===== src/rtl/id_regfile_sb.sv =====
`default_nettype none
// ============================================================================
// Module   : id_regfile_sb
// Brief    : Decode-stage integer register file. Registered read ports with a
//            same-edge writeback bypass, x0 hardwired to zero, and an optional
//            busy-bit scoreboard that raises a combinational stall when an
//            enabled source register still has a producer in flight.
//            Optional feature macro: REGFILE_SCOREBOARD_EN
//              defined   -> busy flops, stall and issue tracking are built
//              undefined -> busy = 0, stall = 0, issue inputs ignored
// Revision : 1.0 - initial release
// ============================================================================
module id_regfile_sb #(
  parameter int XLEN = 64,
  parameter int NREG = 32,
  parameter int NRD  = 2,
  parameter int AW   = $clog2(NREG)
) (
  input  logic                clk,
  input  logic                rst,
  input  logic [NRD-1:0]      i_rd_en,
  input  logic [NRD*AW-1:0]   i_rd_addr,
  output logic [NRD*XLEN-1:0] o_rd_data,
  output logic [NRD-1:0]      o_rd_valid,
  input  logic                i_wr_en,
  input  logic [AW-1:0]       i_wr_addr,
  input  logic [XLEN-1:0]     i_wr_data,
  input  logic                i_iss_en,
  input  logic [AW-1:0]       i_iss_rd,
  output logic [NREG-1:0]     o_busy,
  output logic                o_stall
);

  localparam logic [AW-1:0] c_X0 = '0;

  logic [XLEN-1:0]     r_rf [NREG];
  logic [NRD*XLEN-1:0] r_rd_data;
  logic [NRD-1:0]      r_rd_valid;
  logic                w_wr_live;
  logic                w_stall;

  // A write to x0 is discarded everywhere, including the bypass compare.
  assign w_wr_live = i_wr_en && (i_wr_addr != c_X0);

  // Architectural state update; x0 is never written so it stays at reset zero.
  always_ff @(posedge clk or posedge rst) begin
    if (rst) begin
      for (int r = 0; r < NREG; r++) begin
        r_rf[r] <= '0;
      end
    end else if (w_wr_live) begin
      r_rf[i_wr_addr] <= i_wr_data;
    end
  end

  // Registered read ports: zero for x0, bypass from writeback, else array.
  always_ff @(posedge clk or posedge rst) begin
    if (rst) begin
      r_rd_data  <= '0;
      r_rd_valid <= '0;
    end else begin
      for (int p = 0; p < NRD; p++) begin
        if (i_rd_addr[p*AW +: AW] == c_X0) begin
          r_rd_data[p*XLEN +: XLEN] <= '0;
        end else if (w_wr_live && (i_wr_addr == i_rd_addr[p*AW +: AW])) begin
          r_rd_data[p*XLEN +: XLEN] <= i_wr_data;
        end else begin
          r_rd_data[p*XLEN +: XLEN] <= r_rf[i_rd_addr[p*AW +: AW]];
        end
      end
      r_rd_valid <= i_rd_en & ~{NRD{w_stall}};
    end
  end

  assign o_rd_data  = r_rd_data;
  assign o_rd_valid = r_rd_valid;

`ifdef REGFILE_SCOREBOARD_EN
  logic [NREG-1:0] r_busy;

  // Stall when any enabled source is busy and not being written back now;
  // a same-edge writeback is covered by the bypass.
  always_comb begin
    w_stall = 1'b0;
    for (int p = 0; p < NRD; p++) begin
      if (i_rd_en[p] && r_busy[i_rd_addr[p*AW +: AW]] &&
          !(i_wr_en && (i_wr_addr == i_rd_addr[p*AW +: AW]))) begin
        w_stall = 1'b1;
      end
    end
  end

  // Busy bits: accepted issue sets (and beats a same-cycle clear), writeback clears.
  always_ff @(posedge clk or posedge rst) begin
    if (rst) begin
      r_busy <= '0;
    end else begin
      r_busy[0] <= 1'b0;
      for (int r = 1; r < NREG; r++) begin
        if (i_iss_en && !w_stall && (i_iss_rd == AW'(r))) begin
          r_busy[r] <= 1'b1;
        end else if (i_wr_en && (i_wr_addr == AW'(r))) begin
          r_busy[r] <= 1'b0;
        end
      end
    end
  end

  assign o_busy = r_busy;
`else
  logic w_unused_iss;

  // Issue tracking is not built in this configuration.
  assign w_unused_iss = ^{i_iss_en, i_iss_rd};
  assign w_stall      = 1'b0;
  assign o_busy       = '0;
`endif

  assign o_stall = w_stall;

endmodule
`default_nettype wire


===== config.mk =====
export PLATFORM = sky130hd
export DESIGN_NAME = id_regfile_sb
export DESIGN_NICKNAME = d
export VERILOG_FILES = /design/src/rtl/id_regfile_sb.sv
export SDC_FILE = /design/constraint.sdc
export NUM_CORES = 2
export LEC_CHECK = 0
export CAP_MARGIN = 20
export CORE_MARGIN = 1.5
export CORE_UTILIZATION = 50
export CTS_BUF_LIST = sky130_fd_sc_hd__clkbuf_8 sky130_fd_sc_hd__clkbuf_16
export DETAILED_ROUTE_END_ITERATION = 10
export GPL_ROUTABILITY_DRIVEN = 0
export PLACE_DENSITY_LB_ADDON = 0.2
export SLEW_MARGIN = 20
export SYNTH_ARGS = -nofsm -noshare
export SYNTH_HDL_FRONTEND = slang
export SYNTH_SLANG_ARGS = --single-unit

===== constraint.sdc =====
create_clock -name clk -period 71.3 [get_ports clk]
set_clock_uncertainty 0.1 [all_clocks]
set_input_delay 14.26 -clock clk [delete_from_list [all_inputs] [get_ports clk]]
set_output_delay 14.26 -clock clk [all_outputs]
set_load 0.03 [all_outputs]

==> flow_summary.html <==
<table>
<tr><th>Metric</th><th>Value</th></tr>
<tr><th colspan="2">Run status</th></tr>
<tr><td>Outcome</td><td>completed</td></tr>
<tr><th colspan="2">Synthesis</th></tr>
<tr><td>Dominant combinational cell family by area after synthesis</td><td>multiplexers</td></tr>
<tr><td>Dominant register cell in the synthesized netlist</td><td>dfrtp_1</td></tr>
<tr><td>Sequential element share of the synthesized area</td><td>48.3%</td></tr>
<tr><td>Share of synthesized cell area in full adder, half adder and majority cells</td><td>0%</td></tr>
<tr><td>Number of library cell types mapped by synthesis</td><td>68</td></tr>
<tr><td>Post-Synth XOR/XNOR Area</td><td>0.0777%</td></tr>
<tr><td>Share of synthesized area spent on multiplexers</td><td>40.2%</td></tr>
<tr><td>Cell types occupying the most area after synthesis</td><td>dfrtp_1, mux2_2, mux4_2, mux2i_1, clkbuf_1</td></tr>
<tr><td>Post-synthesis register bit count</td><td>2,178</td></tr>
<tr><td>Avg Inst Size Synth</td><td>14.5 sq um</td></tr>
<tr><td>Share of the synthesized area in the top cell type</td><td>48.3%</td></tr>
<tr><td>Warnings from Yosys</td><td>0</td></tr>
<tr><td>Post-synth top area cell</td><td>dfrtp_1</td></tr>
<tr><td>Gate Count Post-Synth</td><td>7,786</td></tr>
<tr><td>Number of enable flip-flop cells after synthesis</td><td>0</td></tr>
<tr><td>Complex-gate fraction of the synthesized area</td><td>5.48%</td></tr>
<tr><td>Summed instance area of the synthesized netlist</td><td>113,000 sq um</td></tr>
<tr><td>Basic-gate share of the synthesized area counting and, or, nand and nor cells</td><td>2.16%</td></tr>
<tr><td>Proportion of register bits with asynchronous set or reset after synthesis</td><td>100%</td></tr>
<tr><th colspan="2">Detailed routing</th></tr>
<tr><td>Via total after detailed routing</td><td>76,800</td></tr>
<tr><td>DRC violation count after routing</td><td>0</td></tr>
<tr><td>Detailed-route vias per instance</td><td>7.10</td></tr>
<tr><td>Wirelength per Cell</td><td>38.5 microns</td></tr>
<tr><td>Initial drt markers</td><td>10,500</td></tr>
<tr><td>ANT nets after route</td><td>0</td></tr>
<tr><td>Wire length reported by the detailed router</td><td>416,000 microns</td></tr>
<tr><td>First-pass iteration count of the detailed router</td><td>6</td></tr>
<tr><th colspan="2">Placed design</th></tr>
<tr><td>Number of I/O port buffers</td><td>213</td></tr>
<tr><td>Total placed instance area</td><td>117,000 sq um</td></tr>
<tr><td>Number of placed instances, taps included</td><td>10,400</td></tr>
<tr><td>HPWL after DPL</td><td>237,000 microns</td></tr>
<tr><th colspan="2">Finish</th></tr>
<tr><td>Number of standard cells in the layout, taps in and fillers out</td><td>10,800</td></tr>
<tr><td>Sequential standard cell area</td><td>54,500 sq um</td></tr>
<tr><td>Number of nets at the end of the flow</td><td>7,689</td></tr>
<tr><td>Post-synthesis to final-layout area growth</td><td>10.9%</td></tr>
<tr><td>Ratio of cells with drive above 1 in the final layout</td><td>44.4%</td></tr>
<tr><td>Area used by multi-input combinational logic</td><td>54,600 sq um</td></tr>
<tr><td>Top library cells by usage in the layout, fill and taps aside</td><td>dfrtp_1, mux2_2, mux4_2, mux2i_1, clkbuf_16</td></tr>
<tr><td>Final standard cell area without fillers</td><td>125,000 sq um</td></tr>
<tr><td>Leading cell type in the layout, fill and taps excluded</td><td>dfrtp_1</td></tr>
<tr><td>Filler Cell Count</td><td>17,700</td></tr>
<tr><th colspan="2">GRT</th></tr>
<tr><td>Final global-route overflow total</td><td>0</td></tr>
<tr><td>Global Route Usage Sum</td><td>36.1%</td></tr>
<tr><td>Wire length of the first global-routing pass</td><td>588,000 microns</td></tr>
<tr><td>Antenna violations before repair</td><td>56</td></tr>
<tr><td>Via count of the first global-routing pass</td><td>76,900</td></tr>
<tr><td>Largest net degree at the start of global routing</td><td>172</td></tr>
<tr><th colspan="2">CTS</th></tr>
<tr><td>Number of buffers added to fix hold violations after cts</td><td>0</td></tr>
<tr><td>Number of buffers inserted during clock tree synthesis</td><td>232</td></tr>
<tr><td>Clock transition at the register clock pins on the worst setup and hold paths after CTS</td><td>0.06 ns</td></tr>
<tr><td>Post-CTS Resized</td><td>0</td></tr>
<tr><td>Number of levels the H-tree was split into</td><td>4</td></tr>
<tr><td>Number of clock sinks seen by CTS</td><td>2,178</td></tr>
<tr><td>Clock Root Buffer</td><td>clkbuf_16</td></tr>
<tr><td>Clock tree buffer depth</td><td>3</td></tr>
<tr><td>Number of setup buffers added after CTS</td><td>0</td></tr>
<tr><td>TritonCTS clock tree</td><td>built</td></tr>
<tr><td>Clock latency on the worst-skew pair</td><td>0.91 ns</td></tr>
<tr><th colspan="2">Die</th></tr>
<tr><td># rows</td><td>174</td></tr>
<tr><td>Core area</td><td>224,000 sq um</td></tr>
<tr><td>Total die area</td><td>228,000 sq um</td></tr>
<tr><td>Starting utilization of the core area</td><td>50.2%</td></tr>
<tr><td>Die Span X</td><td>478 microns</td></tr>
<tr><td>Die height</td><td>478 microns</td></tr>
<tr><td>Total I/O pin count</td><td>253</td></tr>
<tr><th colspan="2">STA</th></tr>
<tr><td>Part of the cycle the worst path needs</td><td>25.7%</td></tr>
<tr><td>Final number of hold-violating endpoints</td><td>0</td></tr>
<tr><td>Slew margin rel.</td><td>14.9%</td></tr>
<tr><td>Maximum frequency from static timing analysis</td><td>54.5 MHz</td></tr>
<tr><td>Slew at the pin closest to its max-slew limit</td><td>1.28 ns</td></tr>
<tr><td>RSZ-0062 raised after global routing</td><td>false</td></tr>
<tr><td>Number of setup violations in the final report</td><td>0</td></tr>
<tr><td>Total Neg Setup Slack</td><td>0 ns</td></tr>
<tr><td>Tmin final</td><td>18.34 ns</td></tr>
<tr><td>Pins over their slew limit</td><td>0</td></tr>
<tr><th colspan="2">Critical path</th></tr>
<tr><td>Register-to-Register Path Depth</td><td>6</td></tr>
<tr><td>Worst flop-to-flop path startpoint</td><td>r_rf[799]</td></tr>
<tr><td>Data arrival time of the critical path</td><td>18.94 ns</td></tr>
<tr><td>FF-to-FF setup slack</td><td>68.77 ns</td></tr>
<tr><td>Required time at the worst-slack endpoint</td><td>71.89 ns</td></tr>
<tr><td>Critical Path End Type</td><td>flop</td></tr>
<tr><td>Startpoint types</td><td>primary input</td></tr>
<tr><td>Largest driver fanout on the critical path</td><td>34</td></tr>
<tr><td>Setup Crit Path Kind</td><td>primary input to flop</td></tr>
<tr><td>Reg2reg end</td><td>o_rd_data[95]</td></tr>
<tr><th colspan="2">Worst hold path</th></tr>
<tr><td>Hold Path Origin</td><td>r_rf[2002]</td></tr>
<tr><td>Hold Path Stages</td><td>0</td></tr>
<tr><td>Hold-critical path endpoint</td><td>r_rf[2002]</td></tr>
<tr><td>Worst hold path class</td><td>flop to flop</td></tr>
<tr><th colspan="2">Power and ir drop</th></tr>
<tr><td>Leakage</td><td>54.8 nW</td></tr>
<tr><td>Maximum resistive drop on vdd</td><td>0.0261 mV</td></tr>
<tr><td>Power density relative to cell area</td><td>29.2 nW/um^2</td></tr>
<tr><th colspan="2">Flow run</th></tr>
<tr><td>Max-cap viol count</td><td>0</td></tr>
</table>
==> flip-flops by register name (all words and copies together), names as in the netlist <==
name,cells
o_rd_data,128
o_rd_valid,2
r_rf,2048
==> worst max-delay path by stage <==
stage / from / end / slack, ns / depth (start not counted)
after floorplan: rst / o_rd_data[0] / 26.68 / 1
after global placement: rst / o_rd_data[101] / 52.13 / 7
after detailed placement: rst / o_rd_data[101] / 52.06 / 7
after CTS: rst / r_rf[906] / 52.99 / 7
after global routing: rst / o_rd_data[35] / 52.39 / 7
final: i_wr_addr[2] / o_rd_data[36] / 52.96 / 8
==> power by group <==
part           internal, W  switching [W]
registers          0.00147       0.000166
clock network     0.000759       0.000524
logic             0.000401       0.000326
==> synth_stat cells, drive strengths merged, types with 16 or more instances <==
master,number
mux4,812
nor2,216
mux2,2007
nor3,59
a221oi,84
clkbuf,476
o22ai,164
o21ai,191
nor2b,16
nand2,100
o211ai,91
a22oi,126
mux2i,448
nor3b,16
nand3,20
buf,427
a22o,44
dfrtp,2178
a21oi,95
==> final cells by class <==
| cell class | count | area share (%) |
|---|---|---|
| multi-input cells | 4730 | 43.7 |
| inverters | 7 | 0.0240 |
| well taps | 2992 | 3.00 |
| clock buffers | 311 | 5.57 |
| repair buffers | 450 | 3.13 |
| diodes | 23 | 0.0461 |
| flip-flops and latches | 2178 | 43.6 |
| clock inverters | 113 | 0.914 |
==> logic make-up (layout without fill, tap and decap cells) <==
| kind of cell | Yosys count | after routing |
|---|---|---|
| mux | 3267 | 3267 |
| flops | 2178 | 2178 |
| buf+inv | 910 | 881 |
| compound gates | 908 | 908 |
| simple gates | 512 | 512 |
| xor+xnor | 10 | 10 |
| other cells | 1 | 56 |
==> layer usage <==
layer,global-route usage [%],up-vias,part of all wire [%]
met4,20.0,58,6.2
met3,10.2,1192,11
li1,-,29500,-
met5,0,-,0.096
met2,53.6,4644,45
met1,47.9,41400,38
==> critical path, cell delays in order <==
cell	delay, ns
clkdlybuf4s50_1	0.74
nor3_2	0.76
a21boi_0	0.36
nand4_1	0.57
buf_4	0.61
buf_4	0.66
o21ai_0	0.15
a21oi_1	0.68
==> through the flow <==
step                hold WS (ns)  worst slack [ns]  total power [W]  util (%)
CTS                        0.297             52.99          0.00364      55.7
detailed placement         0.282             52.06          0.00237      52.1
global route               0.304             52.39          0.00377      55.7
floorplan                  0.341             26.68          0.00216         -
global placement           0.276             52.13          0.00233      52.1
finish                     0.297             52.96          0.00364      55.7
Note: power is estimated with default switching activity, not from simulation.
